### src/rtl/uart_duplex_core.sv
// uart_duplex_core: full-duplex UART with runtime frame format, baud divisor
// and show-ahead byte FIFOs on both the transmit and receive side.

// Circular-buffer FIFO with an extra pointer bit to tell full from empty.
module uart_duplex_fifo #(
   parameter int W     = 8,
   parameter int DEPTH = 16
) (
   input  logic         clk,
   input  logic         rst_n,
   input  logic         wr_en,
   input  logic [W-1:0] wr_data,
   input  logic         rd_en,
   output logic [W-1:0] rd_data,
   output logic         full,
   output logic         empty
);
   localparam int AW = $clog2(DEPTH);
   localparam logic [AW:0] PTR_ONE = 1;

   logic [W-1:0] mem [DEPTH];
   logic [AW:0]  wptr, rptr;
   logic         do_wr, do_rd;

   assign empty   = (wptr == rptr);
   assign full    = (wptr[AW] != rptr[AW]) && (wptr[AW-1:0] == rptr[AW-1:0]);
   assign do_rd   = rd_en && !empty;
   // a simultaneous pop frees the slot, so a write on full still lands
   assign do_wr   = wr_en && (!full || do_rd);
   assign rd_data = mem[rptr[AW-1:0]];

   // storage and pointer update; storage is cleared so the head reads 0 after reset
   always_ff @(posedge clk or negedge rst_n) begin
      if (!rst_n) begin
         wptr <= '0;
         rptr <= '0;
         for (int i = 0; i < DEPTH; i++) mem[i] <= '0;
      end else begin
         if (do_wr) begin
            mem[wptr[AW-1:0]] <= wr_data;
            wptr              <= wptr + PTR_ONE;
         end
         if (do_rd) rptr <= rptr + PTR_ONE;
      end
   end
endmodule

module uart_duplex_core #(
   parameter int DATA_BITS  = 8,
   parameter int FIFO_DEPTH = 16,
   parameter int DIV_WIDTH  = 16
) (
   input  logic                 clk,
   input  logic                 rst_n,
   input  logic [DIV_WIDTH-1:0] baud_div,
   input  logic                 parity_en,
   input  logic                 parity_odd,
   input  logic                 two_stop,
   input  logic                 rxd,
   output logic                 txd,
   input  logic [DATA_BITS-1:0] tx_data,
   input  logic                 tx_valid,
   output logic                 tx_ready,
   output logic                 tx_busy,
   output logic [DATA_BITS-1:0] rx_data,
   output logic                 rx_valid,
   input  logic                 rx_ready,
   output logic                 rx_parity_err,
   output logic                 rx_frame_err,
   output logic                 rx_overrun
);
   typedef enum logic [2:0] {S_IDLE, S_START, S_DATA, S_PAR, S_STOP} state_t;

   typedef struct packed {
      logic                 frame_err;
      logic                 parity_err;
      logic [DATA_BITS-1:0] data;
   } rx_ent_t;

   localparam logic [3:0] LAST_BIT = 4'(DATA_BITS - 1);

   // divisors below 4 leave no room for a mid-bit sample
   logic [DIV_WIDTH-1:0] div_eff;
   assign div_eff = (baud_div < DIV_WIDTH'(4)) ? DIV_WIDTH'(4) : baud_div;

   // ---------------------------------------------------------------- TX side
   state_t               tx_st;
   logic [DIV_WIDTH-1:0] tx_div, tx_cnt;
   logic [3:0]           tx_idx;
   logic [DATA_BITS-1:0] tx_sh, tx_head;
   logic                 tx_par_en, tx_two, tx_par;
   logic                 tx_full, tx_empty, tx_pop, tx_bit_end, tx_last_stop;
   logic                 tx_line, busy_now, busy_q;

   assign tx_ready = !tx_full;

   uart_duplex_fifo #(.W(DATA_BITS), .DEPTH(FIFO_DEPTH)) u_tx_fifo (
      .clk     (clk),
      .rst_n   (rst_n),
      .wr_en   (tx_valid && tx_ready),
      .wr_data (tx_data),
      .rd_en   (tx_pop),
      .rd_data (tx_head),
      .full    (tx_full),
      .empty   (tx_empty)
   );

   assign tx_bit_end   = (tx_cnt == tx_div - 1'b1);
   assign tx_last_stop = (tx_st == S_STOP) && tx_bit_end && (!tx_two || tx_idx[0]);
   // load a new frame from idle, or back-to-back straight out of the last stop bit
   assign tx_pop       = !tx_empty && ((tx_st == S_IDLE) || tx_last_stop);

   // txd is one register behind the state, so the line falls two edges after accept
   assign busy_now = (tx_st != S_IDLE) || !tx_empty;
   assign tx_busy  = busy_now || busy_q;

   // line level for the bit currently being timed
   always_comb begin
      tx_line = 1'b1;
      unique case (tx_st)
         S_START: tx_line = 1'b0;
         S_DATA:  tx_line = tx_sh[0];
         S_PAR:   tx_line = tx_par;
         default: tx_line = 1'b1;
      endcase
   end

   // TX frame sequencer; format and divisor latched when a frame is loaded
   always_ff @(posedge clk or negedge rst_n) begin
      if (!rst_n) begin
         tx_st     <= S_IDLE;
         tx_cnt    <= '0;
         tx_div    <= DIV_WIDTH'(4);
         tx_idx    <= '0;
         tx_sh     <= '0;
         tx_par_en <= 1'b0;
         tx_two    <= 1'b0;
         tx_par    <= 1'b0;
         txd       <= 1'b1;
         busy_q    <= 1'b0;
      end else begin
         txd    <= tx_line;
         busy_q <= busy_now;
         if (tx_pop) begin
            tx_st     <= S_START;
            tx_cnt    <= '0;
            tx_idx    <= '0;
            tx_sh     <= tx_head;
            tx_div    <= div_eff;
            tx_par_en <= parity_en;
            tx_two    <= two_stop;
            tx_par    <= (^tx_head) ^ parity_odd;
         end else if (tx_st != S_IDLE) begin
            if (!tx_bit_end) begin
               tx_cnt <= tx_cnt + 1'b1;
            end else begin
               tx_cnt <= '0;
               unique case (tx_st)
                  S_START: tx_st <= S_DATA;
                  S_DATA: begin
                     tx_sh <= tx_sh >> 1;
                     if (tx_idx == LAST_BIT) begin
                        tx_idx <= '0;
                        tx_st  <= tx_par_en ? S_PAR : S_STOP;
                     end else begin
                        tx_idx <= tx_idx + 1'b1;
                     end
                  end
                  S_PAR:   tx_st <= S_STOP;
                  S_STOP: begin
                     if (tx_last_stop) tx_st  <= S_IDLE;
                     else              tx_idx <= tx_idx + 1'b1;
                  end
                  default: tx_st <= S_IDLE;
               endcase
            end
         end
      end
   end

   // ---------------------------------------------------------------- RX side
   state_t               rx_st;
   logic                 rx_s1, rx_s2;
   logic [DIV_WIDTH-1:0] rx_div, rx_cnt;
   logic [3:0]           rx_idx;
   logic [DATA_BITS-1:0] rx_sh;
   logic                 rx_par_en, rx_odd, rx_perr;
   logic                 rx_full, rx_empty, rx_push, rx_bit_end;
   rx_ent_t              rx_wr, rx_head;

   // two-flop synchroniser, idles high so reset does not look like a start bit
   always_ff @(posedge clk or negedge rst_n) begin
      if (!rst_n) begin
         rx_s1 <= 1'b1;
         rx_s2 <= 1'b1;
      end else begin
         rx_s1 <= rxd;
         rx_s2 <= rx_s1;
      end
   end

   assign rx_bit_end = (rx_cnt == rx_div - 1'b1);
   // push straight off the stop mid-sample to keep receive latency short
   assign rx_push    = (rx_st == S_STOP) && rx_bit_end;
   assign rx_wr      = '{frame_err: !rx_s2, parity_err: rx_perr, data: rx_sh};

   uart_duplex_fifo #(.W(DATA_BITS + 2), .DEPTH(FIFO_DEPTH)) u_rx_fifo (
      .clk     (clk),
      .rst_n   (rst_n),
      .wr_en   (rx_push),
      .wr_data (rx_wr),
      .rd_en   (rx_ready),
      .rd_data (rx_head),
      .full    (rx_full),
      .empty   (rx_empty)
   );

   assign rx_valid      = !rx_empty;
   assign rx_data       = rx_head.data;
   assign rx_parity_err = rx_head.parity_err;
   assign rx_frame_err  = rx_head.frame_err;

   // RX frame sequencer; counter restarts at each sample so later bits land mid-bit
   always_ff @(posedge clk or negedge rst_n) begin
      if (!rst_n) begin
         rx_st      <= S_IDLE;
         rx_cnt     <= '0;
         rx_div     <= DIV_WIDTH'(4);
         rx_idx     <= '0;
         rx_sh      <= '0;
         rx_par_en  <= 1'b0;
         rx_odd     <= 1'b0;
         rx_perr    <= 1'b0;
         rx_overrun <= 1'b0;
      end else begin
         // a full FIFO only drops the byte when nobody pops in the same cycle
         rx_overrun <= rx_push && rx_full && !rx_ready;
         unique case (rx_st)
            S_IDLE: begin
               if (!rx_s2) begin
                  rx_st     <= S_START;
                  rx_cnt    <= '0;
                  rx_idx    <= '0;
                  rx_perr   <= 1'b0;
                  rx_div    <= div_eff;
                  rx_par_en <= parity_en;
                  rx_odd    <= parity_odd;
               end
            end
            S_START: begin
               if (rx_cnt == (rx_div >> 1)) begin
                  rx_cnt <= '0;
                  rx_st  <= rx_s2 ? S_IDLE : S_DATA;
               end else begin
                  rx_cnt <= rx_cnt + 1'b1;
               end
            end
            S_DATA: begin
               if (rx_bit_end) begin
                  rx_cnt <= '0;
                  rx_sh  <= {rx_s2, rx_sh[DATA_BITS-1:1]};
                  if (rx_idx == LAST_BIT) begin
                     rx_idx <= '0;
                     rx_st  <= rx_par_en ? S_PAR : S_STOP;
                  end else begin
                     rx_idx <= rx_idx + 1'b1;
                  end
               end else begin
                  rx_cnt <= rx_cnt + 1'b1;
               end
            end
            S_PAR: begin
               if (rx_bit_end) begin
                  rx_cnt  <= '0;
                  rx_perr <= rx_s2 != ((^rx_sh) ^ rx_odd);
                  rx_st   <= S_STOP;
               end else begin
                  rx_cnt <= rx_cnt + 1'b1;
               end
            end
            S_STOP: begin
               if (rx_bit_end) begin
                  rx_cnt <= '0;
                  rx_st  <= S_IDLE;
               end else begin
                  rx_cnt <= rx_cnt + 1'b1;
               end
            end
            default: rx_st <= S_IDLE;
         endcase
      end
   end
endmodule

### config.mk
export PLATFORM = sky130hd
export DESIGN_NAME = uart_duplex_core
export DESIGN_NICKNAME = d
export VERILOG_FILES = /design/src/rtl/uart_duplex_core.sv
export SDC_FILE = /design/constraint.sdc
export NUM_CORES = 1
export LEC_CHECK = 0
export ABC_AREA = 1
export ABC_CLOCK_PERIOD_IN_PS = 3700
export BUFFER_PORTS_ARGS = -buffer_cell sky130_fd_sc_hd__buf_4
export CORE_UTILIZATION = 44
export DETAILED_ROUTE_END_ITERATION = 8
export HOLD_SLACK_MARGIN = 0.06
export PLACE_DENSITY_LB_ADDON = 0.12
export SKIP_LAST_GASP = 1
export SLEW_MARGIN = 20
export SYNTH_ARGS = -nofsm -noshare
export SYNTH_HDL_FRONTEND = slang
export SYNTH_HIERARCHICAL = 1
export SYNTH_SLANG_ARGS = --single-unit
### constraint.sdc
create_clock -name clk -period 3.7 [get_ports clk]
set_clock_uncertainty 0.2 [all_clocks]
set_input_delay 0.74 -clock clk [delete_from_list [all_inputs] [get_ports clk]]
set_output_delay 0.74 -clock clk [all_outputs]
set_load 0.02 [all_outputs]
==> impl_metrics.json <==
{
  "cts_buffers": 47,
  "ys.warnings.count": 6,
  "globalRouteTotalUtil_pct": 25.4,
  "pin_count_of_the_biggest_net_entering_global_routing": 104,
  "clock_tree.htree_level_count": 2,
  "drt_drc_violations_left": 0,
  "post-place-ws_ns": 0.228,
  "worst_case_vdd_ir_drop_mv": 0.607,
  "postLayoutSetupSlackWorst_ns": 0.127,
  "drt-pass1-iter-count": 5,
  "postSynthAreaPerCell_sq_um": 7.68,
  "power_leakage_nw": 12.6,
  "setup_viol": 0,
  "worst_ep_arrival_time_ns": 2.63,
  "path_max_fanout": 9,
  "synth.yosys.seq_area_share_pct": 45.2,
  "synth.net_count": 3025,
  "clock_sink_count": 413,
  "die-area_sq_um": 52900,
  "synthArstFlopShare_pct": 100,
  "synthDistinctLibCells": 49,
  "synth_cell_area_sq_um": 22900,
  "cts_root_buf": "clkbuf_16",
  "finalMaxSlewViolations": 0,
  "antenna_found_initial": 0,
  "avgRoutedWirePerCell_um": 18.3,
  "maximum_clock_frequency_ghz": 0.280,
  "dr_total_vias": 20561,
  "crit_type": "flop to primary output",
  "fp.dieH_um": 230,
  "worstSetupEndpointType": "primary output",
  "drt-vias-per-instance": 5.62,
  "total_power_w": 0.0196,
  "synthCells": 2977,
  "maxCapViolations": 0,
  "syn2layout_area_growth_pct": 11.9,
  "global_route_congestion_overflow_total": 0,
  "hold_viol_final": 0,
  "post_route_cells_drive_above_1_share_pct": 9.80,
  "tns_ns": 0,
  "ioPinCount": 47,
  "io_buffers": 46,
  "layout.filler_cells": 5038,
  "core_region_area_sq_um": 51300,
  "post-route-period-util_pct": 96.6,
  "worst_skew_pair.late_latency_ns": 0.60,
  "die_w_um": 230,
  "rsz0062_at_grt": "no",
  "worst_slew_pin_slew_ns": 1.13,
  "hold_path.class": "input port to flop",
  "global_route_wire_length_before_repair_um": 108000,
  "antennaDiodeCount": 0,
  "yosys_most_used_dff": "dfrtp_1",
  "timing.critical_path.from_type": "flop",
  "row_count": 83,
  "run_status": "finished, final reports clean",
  "grt_pass1_vias": 19599,
  "post-synth-top-area-fraction_pct": 44.6,
  "dp_hpwl_um": 42700,
  "cts_tree": "done",
  "synth-edff-count": 0,
  "drtIter0Drc": 1949,
  "critical_path_required_ns": 2.76,
  "ant_nets": 0,
  "timing.slew.headroom_pct": 24.2,
  "synthDominantAreaCellType": "dfrtp_1",
  "p_per_area_nw_per_um2": 764,
  "clk_pin_slew_worst_paths_ns": 0.06,
  "yosys_reg_bits": 413,
  "layout_min_cycle_time_ns": 3.57,
  "initial_utilization_pct": 44.6,
  "layout.nets": 2993,
  "maximum_root_to_sink_buffer_count": 3,
  "routed_wl_um": 67100,
  "synth_area_leaders": "dfrtp_1 45%, nand2_1 16%, nand4_1 8.5%",
  "place.gp.congestion": 0.874
}
-- cells in the final DEF (no fill, tap or decap), drive strengths merged --
| master | count |
|---|---|
| o211ai | 45 |
| a21oi | 10 |
| buf | 112 |
| clkinv | 12 |
| clkbuf | 69 |
| nand3 | 140 |
| dlygate4sd3 | 2 |
| ha | 16 |
| a2111oi | 3 |
| nor3b | 2 |
| dfstp | 5 |
| nand3b | 9 |
| and2 | 2 |
| inv | 143 |
| o21ai | 209 |
| or2 | 5 |
| nor2 | 323 |
| a211oi | 1 |
| o221ai | 1 |
| o22ai | 39 |
| and3 | 2 |
| nor3 | 17 |
| nand4 | 314 |
| dfrtp | 408 |
| nor4 | 5 |
| a21boi | 1 |
| nand2 | 983 |
| o2111ai | 1 |
| xor2 | 57 |
| o21a | 1 |
| xnor2 | 36 |
| clkinvlp | 1 |
| bufinv | 5 |
-- kinds of logic after synthesis --
logic type      Yosys count  synth area share, %
compound gates          311                 7.84
xor+xnor                 93                 3.59
fa+ha+maj                16                0.875
buf+inv                 343                 6.50
flops                   413                 45.2
simple gates           1801                 36.0
-- final timing paths --
check	slack, ns	cells past startpoint	end	startpoint
worst max-delay path	0.13	11	tx_busy	u_tx_fifo/rptr[2]$_DFFE_PN0P_
worst min-delay path	0.16	3	tx_par_en$_DFFE_PN0P_	parity_en
worst max register to register	0.30	16	u_rx_fifo/mem[53]$_DFFE_PN0P_	rx_div[1]$_DFFE_PN0P_
worst min register to register	0.18	0	rx_s2$_DFF_PN1_	rx_s1$_DFF_PN1_
max in group asynchronous	1.82	3	rx_div[2]$_DFFE_PN1P_	rst_n
min in group asynchronous	0.61	2	rx_cnt[15]$_DFFE_PN0P_	rst_n
-- cell type report --
class                      instances  area, sq um  area share (%)
multi-input combinational       2222        11100            43.4
sequential                       413        10300            40.4
clock buffer                      69         1390            5.43
timing repair buffer             114         1100            4.29
tap                              680          851            3.32
inverter                         147          558            2.18
clock inverter                    14          235           0.919
-- power by group --
| part | leakage, nW | internal [W] | switching (W) |
|---|---|---|---|
| sequential | 5.51 | 0.00554 | 0.000834 |
| combinational | 6.32 | 0.00274 | 0.00554 |
| clock | 0.797 | 0.00295 | 0.00196 |
-- registers in the layout (all words and copies together), names as in the netlist, 4 cells and up --
name            cells
rx_sh               8
tx_div             16
u_rx_fifo/mem     160
u_tx_fifo/rptr      5
u_rx_fifo/rptr      5
rx_div             16
rx_cnt             16
tx_idx              4
u_tx_fifo/wptr      5
rx_idx              4
u_tx_fifo/mem     128
tx_sh               8
u_rx_fifo/wptr      5
tx_cnt             16
-- synth_stat cells (17+ instances only) --
cell,number
buf_2,24
nand3_2,18
xor2_1,56
xnor2_1,36
buf_6,19
o21ai_0,189
dfrtp_1,408
buf_1,34
o211ai_1,45
nand2_1,976
clkbuf_1,111
nor2_1,308
nand3_4,17
inv_1,131
nand3_1,105
nand4_1,312
o22ai_1,39
-- critical path: stages, from the launching register on --
cell and delay (ns):
dfrtp_2 0.44, inv_2 0.12, nand2_1 0.09, nand2_1 0.08
nor2_4 0.19, nand3_1 0.17, inv_1 0.14, inv_1 0.10
nor2_2 0.16, clkinv_2 0.09, or2_2 0.28, buf_4 0.16
-- per-stage QoR --
stage	cells	hold slack, ns	instance area [sq um]	util (%)
floorplan	2977	0.145	22900	-
global placement	3568	0.176	23800	46.5
detailed placement	3568	0.177	23800	46.5
CTS	3654	0.126	25500	49.7
global route	3659	0.134	25600	49.9
finish	3659	0.158	25600	49.9
-- layer usage --
| metal | wire [um] | track usage (%) | vias to the layer above |
|---|---|---|---|
| li1 | - | - | 9879 |
| met1 | 30600 | 36.7 | 9946 |
| met2 | 30800 | 39.4 | 629 |
| met3 | 3880 | 3.61 | 107 |
| met4 | 1820 | 7.74 | 0 |
| met5 | 0 | 0 | - |
-- repair_timing --
action,4_1_cts,5_1_grt
setup endpoints to repair,1,224
gates resized for setup,5,10
setup buffers,1,4
hold buffers,2,0
endpoints found under the hold margin,32,0
gates cloned,0,1
pin swaps,0,2
Power figures use the tool's default switching activity.
